### src/rtl/cdr_tx_pkg.sv
// Shared types and constants for the CDR transmit serializer and its PRBS7 source.
package cdr_tx_pkg;

    typedef enum logic [1:0] {
        S_TRAIN,
        S_SYNC,
        S_DATA,
        S_IDLE
    } state_t;

    localparam logic [7:0] SYNC_WORD = 8'hD5;
    localparam int         SYNC_LEN  = 8;

    // x^7 + x^6 + 1: feedback taps, the output is taken from the high tap.
    localparam int PRBS7_TAP_HI = 6;
    localparam int PRBS7_TAP_LO = 5;

    function automatic logic [6:0] prbs7_next(input logic [6:0] lfsr);
        return {lfsr[5:0], lfsr[PRBS7_TAP_HI] ^ lfsr[PRBS7_TAP_LO]};
    endfunction

    function automatic int max3(input int a, input int b, input int c);
        int m;
        m = (a > b) ? a : b;
        return (m > c) ? m : c;
    endfunction

endpackage

### src/rtl/cdr_tx_serializer_prbs7.sv
// Fibonacci PRBS7 source that steps only when asked; also intended for a receive-side checker.
module prbs7_gen
    import cdr_tx_pkg::*;
#(
    parameter logic [6:0] SEED = 7'h7F
) (
    input  logic refclk,
    input  logic rst_n,
    input  logic adv,
    output logic prbs_out
);

    logic [6:0] lfsr_q;

    always_ff @(posedge refclk or negedge rst_n) begin
        if (!rst_n) begin
            lfsr_q <= SEED;
        end else if (adv) begin
            lfsr_q <= prbs7_next(lfsr_q);
        end
    end

    assign prbs_out = lfsr_q[PRBS7_TAP_HI];

endmodule

### src/rtl/cdr_tx_serializer.sv
// Serial transmitter for the CDR receive path: training preamble, sync-framed MSB-first bursts,
// and alternating or PRBS7 idle fill, one bit per refclk.
module cdr_tx_serializer
    import cdr_tx_pkg::*;
#(
    parameter int         WORD_W       = 8,
    parameter int         PREAMBLE_LEN = 16,
    parameter logic [6:0] PRBS_SEED    = 7'h7F
) (
    input  logic              refclk,
    input  logic              rst_n,
    input  logic              prbs_en,
    input  logic [WORD_W-1:0] tx_data,
    input  logic              tx_valid,
    output logic              tx_ready,
    output logic              d,
    output logic              sof,
    output logic              busy
);

    localparam int CNT_W = $clog2(max3(PREAMBLE_LEN, WORD_W, SYNC_LEN));
    localparam logic [CNT_W-1:0] TRAIN_LAST = CNT_W'(PREAMBLE_LEN - 1);
    localparam logic [CNT_W-1:0] SYNC_LAST  = CNT_W'(SYNC_LEN - 1);
    localparam logic [CNT_W-1:0] DATA_LAST  = CNT_W'(WORD_W - 1);

    state_t            state_q, state_d;
    logic [CNT_W-1:0]  bit_cnt_q, bit_cnt_d;
    logic [WORD_W-1:0] hold_q, hold_d;
    logic [WORD_W-1:0] shift_q, shift_d;
    logic              hold_v_q, hold_v_d;
    logic              alt_q, alt_d;
    logic              d_d, sof_d, busy_d;
    logic [2:0]        sync_idx;
    logic              accept;
    logic              prbs_adv;
    logic              prbs_bit;

    assign accept   = tx_valid && !hold_v_q;
    assign tx_ready = !hold_v_q;
    assign prbs_adv = (state_q == S_IDLE) && prbs_en;

    prbs7_gen #(
        .SEED(PRBS_SEED)
    ) u_prbs (
        .refclk  (refclk),
        .rst_n   (rst_n),
        .adv     (prbs_adv),
        .prbs_out(prbs_bit)
    );

    // NOTE: every signal assigned here gets a default first, so no path can infer a latch.
    always_comb begin
        state_d   = state_q;
        bit_cnt_d = bit_cnt_q + 1'b1;
        hold_d    = hold_q;
        hold_v_d  = hold_v_q;
        shift_d   = shift_q;
        alt_d     = alt_q;
        d_d       = 1'b0;
        sof_d     = 1'b0;
        busy_d    = 1'b0;
        sync_idx  = 3'd7 - bit_cnt_q[2:0];

        if (accept) begin
            hold_d   = tx_data;
            hold_v_d = 1'b1;
        end

        unique case (state_q)
            S_TRAIN: begin
                d_d   = alt_q;
                alt_d = !alt_q;
                if (bit_cnt_q == TRAIN_LAST) begin
                    bit_cnt_d = '0;
                    state_d   = hold_v_q ? S_SYNC : S_IDLE;
                end
            end
            S_SYNC: begin
                d_d    = SYNC_WORD[sync_idx];
                sof_d  = (bit_cnt_q == '0);
                busy_d = 1'b1;
                if (bit_cnt_q == SYNC_LAST) begin
                    bit_cnt_d = '0;
                    state_d   = S_DATA;
                end
            end
            S_DATA: begin
                busy_d = 1'b1;
                // The shifter loads on the edge that emits the MSB, freeing the hold slot for the next word.
                if (bit_cnt_q == '0) begin
                    d_d      = hold_q[WORD_W-1];
                    shift_d  = {hold_q[WORD_W-2:0], 1'b0};
                    hold_v_d = 1'b0;
                end else begin
                    d_d     = shift_q[WORD_W-1];
                    shift_d = {shift_q[WORD_W-2:0], 1'b0};
                end
                if (bit_cnt_q == DATA_LAST) begin
                    bit_cnt_d = '0;
                    state_d   = hold_v_q ? S_DATA : S_IDLE;
                end
            end
            S_IDLE: begin
                bit_cnt_d = '0;
                if (prbs_en) begin
                    d_d = prbs_bit;
                end else begin
                    d_d   = alt_q;
                    alt_d = !alt_q;
                end
                if (hold_v_q || accept) begin
                    state_d = S_SYNC;
                end
            end
        endcase
    end

    // NOTE: sequential state uses non-blocking assignments so all registers update from pre-edge values.
    always_ff @(posedge refclk or negedge rst_n) begin
        if (!rst_n) begin
            state_q   <= S_TRAIN;
            bit_cnt_q <= '0;
            // NOTE: the data registers are reset too, so nothing of an interrupted word survives a reset.
            hold_q    <= '0;
            hold_v_q  <= 1'b0;
            shift_q   <= '0;
            alt_q     <= 1'b1;
            d         <= 1'b0;
            sof       <= 1'b0;
            busy      <= 1'b0;
        end else begin
            state_q   <= state_d;
            bit_cnt_q <= bit_cnt_d;
            hold_q    <= hold_d;
            hold_v_q  <= hold_v_d;
            shift_q   <= shift_d;
            alt_q     <= alt_d;
            d         <= d_d;
            sof       <= sof_d;
            busy      <= busy_d;
        end
    end

endmodule

### config.mk
export PLATFORM = sky130hd
export DESIGN_NAME = cdr_tx_serializer
export DESIGN_NICKNAME = d
export VERILOG_FILES = /design/src/rtl/cdr_tx_pkg.sv /design/src/rtl/cdr_tx_serializer_prbs7.sv /design/src/rtl/cdr_tx_serializer.sv
export SDC_FILE = /design/constraint.sdc
export NUM_CORES = 1
export LEC_CHECK = 0
export ABC_CLOCK_PERIOD_IN_PS = 2200
export CAP_MARGIN = 20
export CORE_UTILIZATION = 55
export CTS_BUF_LIST = sky130_fd_sc_hd__clkbuf_2
export CTS_CLUSTER_DIAMETER = 40
export DETAILED_ROUTE_END_ITERATION = 10
export PLACE_DENSITY = 0.78
export SLEW_MARGIN = 20
export SYNTH_ARGS = -nofsm -noshare
export SYNTH_HDL_FRONTEND = slang
export SYNTH_SLANG_ARGS = --single-unit
### constraint.sdc
create_clock -name refclk -period 2.2 [get_ports refclk]
set_input_delay 0.44 -clock refclk [delete_from_list [all_inputs] [get_ports refclk]]
set_output_delay 0.44 -clock refclk [all_outputs]
set_load 0.03 [all_outputs]
Word level (Yosys, flattened, before mapping)
Memory sizes are Yosys's and may differ from the RTL's.
Cells that the tools add are included.

operators by class
  shift operators = 0
  divide/modulo/power cells = 0
  mux-type cells = 22
  reductions and logical operators = 11
  $mul = 0
  bitwise logic cells = 1
  equal/unequal tests = 10
  order comparisons = 1
  add/subtract/negate cells = 2

operators with widths
  kind                 number
  $pmux 4 s3           1
  $mux 1               10
  $mux 2               5
  $mux 4               2
  $mux 8               1
  $ne 2x2->1 const B   4
  $pmux 2 s4           1
  $add 4x1->4 const B  1
  $eq 2x2->1 const B   2
  $eq 4x3->1 const B   1
  $eq 4x4->1 const B   1
  $logic_not 4->1      1
  $lt 3x4->1 const B   1
  $pmux 1 s4           1
  $reduce_and 4->1     1
  $sub 3x3->3 const A  1
  $eq 2x1->1 const B   1
  $logic_and 1x1->1    2
  $logic_not 1->1      2
  $logic_not 2->1      1
  $ne 2x1->1 const B   1
  $pmux 1 s2           1
  $reduce_and 2->1     1
  $reduce_bool 2->1    1
  3 further kinds      3

word-level totals
  output and inout port bits = 4
  bits in read-only memories = 8
  register bits = 34
  memories kept = 1
  word-level logic and storage cells = 58
  bits in latches = 0
  bits in writable memories = 0
  input bits = 12

memories
  memory           depth  width  read ports  clocked after Yosys merged registers in  wr ports  line                     text
  (no name shown)  8      1      1           0                                        0         cdr_tx_serializer.sv:79  d_d = SYNC_WORD[sync_idx];

Logic depth before layout (Yosys ltp)
Gate-level depths: netlist of the first run.

  depth after elaboration = 5
  mapped depth = 7
  mapped depth without buffers = 6

Hierarchy
A second synthesis of the first run with hierarchy kept.

unflattened totals
  cells, all modules = 130
  area, all modules = 1555.2 um^2

by module, submodules not included
  module             cells each  instances  sequential area each (um^2)  area an instance (um^2)
  cdr_tx_serializer  113         1          651.9                        1252.5
  prbs7_gen          17          1          183.9                        302.8

Least setup slack after synthesis of the first run
No wires, ideal clock.

  path type = reg2reg
  from = register state_q[0]
  to = register state_q[1]
  required time = 2.072 ns
  setup time = 0.128 ns
  arrival time = 1.644 ns
  setup slack = 0.428 ns
  buffers on the path = 1
  period minus slack after synthesis = 1.772 ns
  cell stages (with the launch flop) = 7
  cell sequence = dfrtp_1 -> inv_1 -> ha_1 -> buf_2 -> or3_1 -> a22oi_2 -> mux2_1

on the way
  longest elaborated chain between the ends = 3
  elaborated cells between the ends (all ways) = 10
  those cells by class = eq/ne: 7; mux: 1; reduce/logical: 2

ends and longest elaborated chain
  what                                                       line                      text
  from (decl)                                                cdr_tx_serializer.sv:26   state_t state_q, state_d;
  from (signal assigned)                                     cdr_tx_serializer.sv:132  state_q <= state_d;
  $eq 2x1->1, or another cell as far along                   cdr_tx_serializer.sv:69   unique case (state_q)
  $ne 2x2->1 (no source line) or $ne 2x1->1 (tied branches)  --
  $reduce_and 4->1 (no source line)                          --

Several ways; a longest one is shown, not always the timed one.
A chain may end at the register's enable or synchronous reset.

Worst setup path after layout of the first run
  from = register hold_v_q
  to = output port tx_ready

on the way
  longest elaborated chain between the ends = 1

ends and longest elaborated chain
  what                    line                      text
  from (decl)             cdr_tx_serializer.sv:30   logic hold_v_q, hold_v_d;
  from (signal assigned)  cdr_tx_serializer.sv:135  hold_v_q <= hold_v_d;
  $logic_not 1->1         cdr_tx_serializer.sv:39   assign tx_ready = !hold_v_q;
  to (decl)               cdr_tx_serializer.sv:15   output logic tx_ready,

No other way between the ends.

==> run summary, run 1 <==
Type of the worst setup path: flop to output pin. The finished layout holds 181 standard cells, fillers aside. Once the clock tree was built, the resizer swapped 0 gates to a different size. The DRC marker count from the first detailed-route iteration is 18, and the data arrival time of the critical path is 1.57 ns. The async set-or-reset flop fraction in the synthesized netlist is 100%.

The first TritonRoute pass finished after 4 iterations. The mapped netlist covers 1520 um^2. For the number of remaining DRC errors, the log shows 0. The synthesized netlist net count came out at 149. STA puts the critical path data required time at 1.76 ns. The first global-routing pass estimated 4260 um of wire. The net count of the finished layout is 170. In this run the worst path has a maximum fanout of 4. Summing all flip-flop and latch instances after layout gives 836 um^2. CTS built an H-tree with a depth of 2. TritonCTS built the clock tree.

The die is 54.6 um wide. Setup violations remaining at the end of the flow were counted as 0. Port buffering added 15 buffers.

Leaving out fill and tap cells, the most frequent cell in the layout is sky130_fd_sc_hd__dfrtp_1. The power density over the cells is 1350 nW/um^2. The region available for standard cell placement spans 2540 um^2. Kind of cell with the highest combined delay on the critical path: buffers and inverters. The run gives 0.756 as the routability-driven placement congestion ratio. The slowest stage of the critical path is the sky130_fd_sc_hd__clkdlybuf4s50_1 cell. For the count of buffers added by post-CTS timing repair for setup, the log shows 0.

Measured against its own limit, the worst slew margin works out to 73.5%. The overall fraction of global-route tracks in use was 21.1%. Counting distinct cell types in the post-synthesis netlist gives 29.

The routed length per instance was 13.5 um. The routed layout has 1002 vias. Final clock period utilization by the worst path: 91.3%. The tools report the number of warnings printed during yosys synthesis as 0. 16 I/O pins were placed. Synthesis produced 129 cells. The number of max-slew violations in the final report was 0; the standard-cell row count was 18. In the routed layout, each cell is associated on average with a via count of 5.54. Count of fill cells added during filler insertion: 203. Number of global-route vias before repair: 983.

CTS saw 33 sinks. Hold buffer count at CTS: 0. The setup total negative slack was 0 ns; the instance count after placement with tap cells included was 173. TritonCTS created 5 clock buffers. The proportion of synthesized chip area in sequential cells came out at 55.0%.

The run gives 2 as the number of buffers on the longest clock path. Measured along the y axis, the die boundary spans 54.6 um. For this design the static power due to leakage is 0.778 nW.

Setup repair after global routing left no endpoint under its margin. The initial standard-cell utilization of the core was 59.7%. The worst hold path belongs to the class input port to async pin. The wire-length estimate of the detail-placed layout is 1790 um.

The repair_antennas step left the layout with diodes totalling 0. The worst register-to-register path has a setup slack of 0.32 ns. Number of maximum-capacitance constraint violations: 0. After synthesis, the largest family of logic cells by area is multiplexers. The area added between synthesis and finish was 15.0%. The highest cell delay on the worst timing path works out to 0.67 ns.

The run gives 0.000878 V as the worst vdd rail ir drop. The flow ran to the end, and the final reports show no timing, DRC or antenna violations. The average cell area after synthesis was 11.8 um^2. The tools report the worst reg2reg path endpoint as d.

Of the total synthesized cell area, the portion taken by full adders, half adders and majority gates is 6.58%. In the final layout, the multi-input gates occupy 631 um^2. The area of the die is 2980 um^2, and the flip-flop and latch count after synthesis is 33.

The xor-xnor portion of the synthesized cell area works out to 2.30%. For the worst-skew pair, the clock arrives at the later sink with an insertion delay of 0.34 ns. Shortest clock period the worst path allows after layout: 2.01 ns.

The synthesized-area fraction occupied by ao, oa, aoi and oai cells is 8.40%, and the cell depth of the worst flop-to-flop path is 6. Cells with a size suffix above 1 make up 22.5% of the layout. Together, buffers and inverters on the worst path number 2.

Walking the worst path, the cells encountered are inv_1 -> clkdlybuf4s50_1. The initial antenna violation count is 0. The most frequently used flop master after synthesis was sky130_fd_sc_hd__dfrtp_1.

For the pin with the worst max-slew slack, the measured transition is 0.398 ns. Counting flops with a built-in enable in the synthesized netlist gives 0. In the layout the commonest cells are sky130_fd_sc_hd__dfrtp_1, sky130_fd_sc_hd__mux2_2, sky130_fd_sc_hd__clkdlybuf4s50_1.

For the final routed wirelength across all metal layers, the log shows 2450 um. Clock tree root driver cell: sky130_fd_sc_hd__clkbuf_2. Entering global routing, the biggest net connects 34 pins. Count of antenna-violating nets left after detailed routing: 0.

The worst setup path is launched from a flop. The final hold violation count came out at 0. In this run the critical register-to-register path is launched from bit_cnt_q[0].

In the synthesized netlist, mux cells make up 15.8% of the area. Of the total synthesized cell area, the portion taken by AND, OR, NAND and NOR gates is 8.40%. STA classifies the critical path endpoint as an output pin.

Timing would allow up to 498 MHz. The total overflow left after global routing is 0. Clock-pin slew was measured on the worst setup and hold paths at 0.16 ns.

Clock skew on the completed layout was measured at 0.0125 ns.
logic make-up (layout without fill, tap and decap cells):
| group | after synthesis | after routing |
|---|---|---|
| muxes | 22 | 22 |
| AOI/OAI and AO/OA | 21 | 21 |
| adders and majority gates | 8 | 8 |
| DFF | 33 | 33 |
| and+or+nand+nor | 29 | 29 |
| buffers and inverters | 12 | 34 |
| xor gates and xnor gates | 4 | 4 |
cell usage after synthesis (2+ instances only):
cell type / number / area share, %
sky130_fd_sc_hd__dfrtp_1: 25 / 41
sky130_fd_sc_hd__nor2b_1: 2 / 0.82
sky130_fd_sc_hd__nand3_1: 3 / 0.99
sky130_fd_sc_hd__inv_1: 7 / 1.7
sky130_fd_sc_hd__nand2_1: 7 / 1.7
sky130_fd_sc_hd__xor2_1: 2 / 1.2
sky130_fd_sc_hd__nor2_1: 13 / 3.2
sky130_fd_sc_hd__xnor2_1: 2 / 1.2
sky130_fd_sc_hd__mux2i_1: 6 / 4.0
sky130_fd_sc_hd__mux2_2: 15 / 11
sky130_fd_sc_hd__o21ai_0: 5 / 1.6
sky130_fd_sc_hd__dfstp_2: 8 / 14
sky130_fd_sc_hd__buf_4: 2 / 0.99
sky130_fd_sc_hd__a21oi_1: 10 / 3.3
sky130_fd_sc_hd__ha_1: 8 / 6.6
worst max path at each step:
stage	endpoint	slack (ns)	from	cells past startpoint
2_1_floorplan	state_q[1]	0.43	state_q[0]	6
6_report	tx_ready	0.19	hold_v_q	2
5_1_grt	tx_ready	0.11	hold_v_q	2
3_5_place_dp	d	0.32	bit_cnt_q[0]	6
4_1_cts	tx_ready	0.18	hold_v_q	2
3_3_place_gp	d	0.42	bit_cnt_q[0]	6
cell type report:
class | instances | area share, %
well taps | 30 | 2.15
clock buffers | 5 | 1.43
flip-flops and latches | 33 | 47.8
multi-input cells | 84 | 36.1
inverters | 7 | 1.50
clock inverters | 3 | 0.716
repair buffers | 19 | 10.3
routing by layer:
metal | GRT usage [%] | vias to the layer above | share of wire, %
met1 | 26.4 | 498 | 46
met2 | 33.5 | 15 | 49
met5 | 0 | - | 0
met4 | 9.83 | 0 | 1.5
met3 | 6.11 | 5 | 3.3
li1 | - | 484 | -
through the flow:
step / utilization, % / total power, W / setup slack, ns / hold slack [ns] / instance area [um^2]
after floorplan: - / 0.00182 / 0.428 / 0.144 / 1520
after global placement: 67.2 / 0.00205 / 0.421 / 0.469 / 1710
after detailed placement: 67.2 / 0.00211 / 0.323 / 0.488 / 1710
after CTS: 68.7 / 0.00237 / 0.178 / 0.458 / 1750
after global routing: 68.7 / 0.00256 / 0.108 / 0.489 / 1750
final: 68.7 / 0.00236 / 0.191 / 0.460 / 1750
flip-flops by register name, indices dropped and copies added, names as in the netlist:
name / cells
alt_q: 1
busy: 1
sof: 1
state_q: 2
u_prbs.lfsr_q: 7
d: 1
bit_cnt_q: 4
hold_q: 8
shift_q: 7
hold_v_q: 1
where the power goes:
| group | internal (W) | switching (W) |
|---|---|---|
| clock network | 0.0000697 | 0.000193 |
| registers | 0.000845 | 0.000151 |
| logic | 0.000525 | 0.000573 |
No activity file was read; power rests on OpenSTA's default activity.
==> inputs of run 2 (changes only) <==
CTS_BUF_LIST = sky130_fd_sc_hd__clkbuf_16   (was sky130_fd_sc_hd__clkbuf_2)
==> run 2 against run 1 <==
Utilization rose by 3.9 points. Clock power rose by 150%. Routed wire length rose by 5.4%. Sequential cell count did not move.
==> run summary, run 2 (synthesis results as in run 1) <==
Initial antenna violation count: 0 (unchanged). The flow ran to the end, and the final reports show no timing, DRC or antenna violations. The final net count came out at 170 (unchanged). The data arrival time of the critical path was 2.06 ns (+0.49 ns). The tools report the core box area as 2540 um^2 (unchanged). The setup total negative slack came out at 0 ns (unchanged). For the upper clock frequency limit, the log shows 521 MHz (+4.7%). The slew at the pin closest to its max-slew limit was 0.410 ns (+0.0118 ns). The launch point of the worst reg-to-reg path was bit_cnt_q[0]. The run gives 33 (unchanged) as the number of sinks driven by the clock tree. The count of antenna-violating nets left after detailed routing is 0 (unchanged). The standard cell with the maximum stage delay on the critical path was sky130_fd_sc_hd__dfrtp_1.

The number of max-slew violations in the final report is 0 (unchanged), and the area added between synthesis and finish is 21.6%. The critical path goes through inv_1 -> ha_1 -> nor3b_1 -> mux2_2 -> a222oi_1 -> mux2i_1. The run gives 0 (unchanged) as the count of buffers added by post-CTS timing repair for setup. The diode insertion count for antenna repair was 0 (unchanged). Residual overflow from global routing: 0 (unchanged). STA classifies the critical path startpoint as a flop.

For the maximum number of pins on one net before global-route repair, the log shows 34 (unchanged). The first-pass GRT wire length was 4320 um (+1.5%); the final clock period utilization by the worst path was 87.2% (-4.1 points). The die width is 54.6 um (unchanged), and the DRC marker count from the first detailed-route iteration is 19 (+1).

In this run the most critical hold path is launched from u_prbs.lfsr_q[0]. The run gives 2580 um (+5.4%) as the final routed wirelength across all metal layers. The logs give 1000 (+1.7%) for the number of global-route vias before repair and 0 (unchanged) for the number of maximum-capacitance constraint violations.

The logs give 181 (unchanged) for the number of non-filler instances in the completed layout and 1007 (+0.50%) for the number of vias after detailed routing. The total area of sequential cells was 836 um^2 (unchanged); the worst slew margin relative to its limit was 72.7% (-0.79 points). Worst endpoint required time: 2.35 ns (+0.59 ns). Setup repair after global routing left no endpoint under its margin. The kind of cell with the highest combined delay along the critical path is multiplexers. The power density over the cells works out to 1490 nW/um^2 (+11%). hold_q holds more flip-flops than any other register. The clock skew after layout is 0.00577 ns (-0.00670 ns), and the worst vdd rail ir drop is 0.00118 V (+34%). The total buffers and inverters traversed by the critical path was 1 (-1); the highest cell delay on the worst timing path was 0.42 ns (-0.25 ns). Critical path endpoint category: a flop. The run gives 5 (unchanged) as the number of buffers inserted during clock tree synthesis. In the layout the commonest cells are sky130_fd_sc_hd__dfrtp_1, sky130_fd_sc_hd__mux2_2, sky130_fd_sc_hd__clkdlybuf4s50_1. The logs give 22.5% (+1.4 points) for the overall fraction of global-route tracks in use and 0 (unchanged) for the hold buffer count at CTS.

The number of levels in the clock H-tree came out at 2 (unchanged). The number of remaining DRC errors is 0 (unchanged), and the number of buffers on the longest clock path is 2 (unchanged). The post-CTS clock slew at the launch and capture registers of the worst setup and hold paths was 0.05 ns (-0.11 ns); the standard-cell row count was 18 (unchanged).

The detailed placer's ending HPWL was 1790 um (unchanged); the average vias per placed instance was 5.56 (+0.50%). The worst setup slack after layout was 0.281 ns (+0.0898 ns). The tools report the final hold violation count as 0 (unchanged).

In the final layout, the registers with the most flip-flops are hold_q x8, shift_q x7, u_prbs.lfsr_q x7. The standby leakage power is 0.819 nW (+5.3%), and the routability-driven placement congestion ratio is 0.756 (unchanged). Top-level port count: 16 (unchanged). Leaving out fill and tap cells, the most frequent cell in the layout is sky130_fd_sc_hd__dfrtp_1. The shortest clock period the worst path allows after layout is 1.92 ns (-0.0898 ns), and the instance count after placement with tap cells included is 173 (unchanged).

The area of the die was 2980 um^2 (unchanged). TritonCTS built the clock tree. The quantity of I/O buffers inserted on ports is 15 (unchanged). The routed length per instance is 14.2 um (+5.4%). The height of the die is 54.6 um (unchanged).

The share of cells above drive strength 1 was 22.5% (unchanged). The run gives 59.7% (unchanged) as the initial standard-cell utilization of the core. The number of cells upsized or downsized after cts is 0 (unchanged), and the total iterations of the first detailed-routing run is 4 (unchanged).

The largest fanout of any net on the critical path is 5 (+1), and the number of flip-flops in the largest register is 8 (unchanged). For the worst-skew pair later-pin latency, the log shows 0.28 ns (-0.06 ns). The type of the worst setup path is flop to flop. For the number of failing setup endpoints in the final timing report, the log shows 0 (unchanged). The count of fill cells added during filler insertion is 192 (-5.4%).

In this run the worst hold path is classified as flop to flop. The most critical setup path has its startpoint at bit_cnt_q[0]. For the worst setup slack before clock tree synthesis, the log shows 0.323 ns (unchanged). The multi-input gate area in the final layout came out at 631 um^2 (unchanged). The root buffer cell chosen for the clock tree is sky130_fd_sc_hd__clkbuf_16.
==> run 2: cell counts in the layout (fill, tap and decap cells not counted) <==
No cell type changed its count.
==> run 2: area by class of cell <==
type                       count  area share (%)
timing repair buffer          19            9.75
clock inverter                 3           0.677
tap                           30            2.03
clock buffer                   5            6.77
sequential                    33            45.2
multi-input combinational     84            34.1
inverter                       7            1.42
==> run 2: final timing paths <==
path	end	slack [ns]	cells past startpoint
setup / recovery	d	0.28	6
hold / removal	u_prbs.lfsr_q[0]	0.49	2
setup reg to reg	d	0.28	6
hold reg to reg	u_prbs.lfsr_q[0]	0.49	2
max in group asynchronous	alt_q	1.31	2
min in group asynchronous	shift_q[1]	0.56	2
==> run 2: layer usage <==
| metal | GRT usage (%) | up-vias | share of wire [%] |
|---|---|---|---|
| li1 | - | 484 | - |
| met1 | 25.1 | 497 | 45 |
| met2 | 35.0 | 22 | 49 |
| met3 | 11.1 | 4 | 4.7 |
| met4 | 12.4 | 0 | 1.4 |
| met5 | 0 | - | 0 |
==> run 2: where the power goes <==
group,switching [W],total [W],internal (W)
Sequential,0.000153,0.00100,0.000850
Combinational,0.000581,0.00111,0.000525
Clock,0.000238,0.000646,0.000408
==> run 2: metrics by stage <==
| stage | power (W) | area (um^2) | utilization (%) | hold slack, ns |
|---|---|---|---|---|
| floorplan | 0.00182 | 1520 | - | 0.144 |
| global placement | 0.00205 | 1710 | 67.2 | 0.469 |
| detailed placement | 0.00211 | 1710 | 67.2 | 0.488 |
| CTS | 0.00277 | 1850 | 72.6 | 0.496 |
| global route | 0.00295 | 1850 | 72.6 | 0.526 |
| finish | 0.00275 | 1850 | 72.6 | 0.487 |
==> run 2: worst min-delay path: cells and delay by family, from the launching register on <==
| kind | cells | cell delay (ns) |
|---|---|---|
| AOI/OAI and AO/OA | 1 | 0.07 |
| and+or+nand+nor | 1 | 0.04 |
| DFF | 1 | 0.37 |
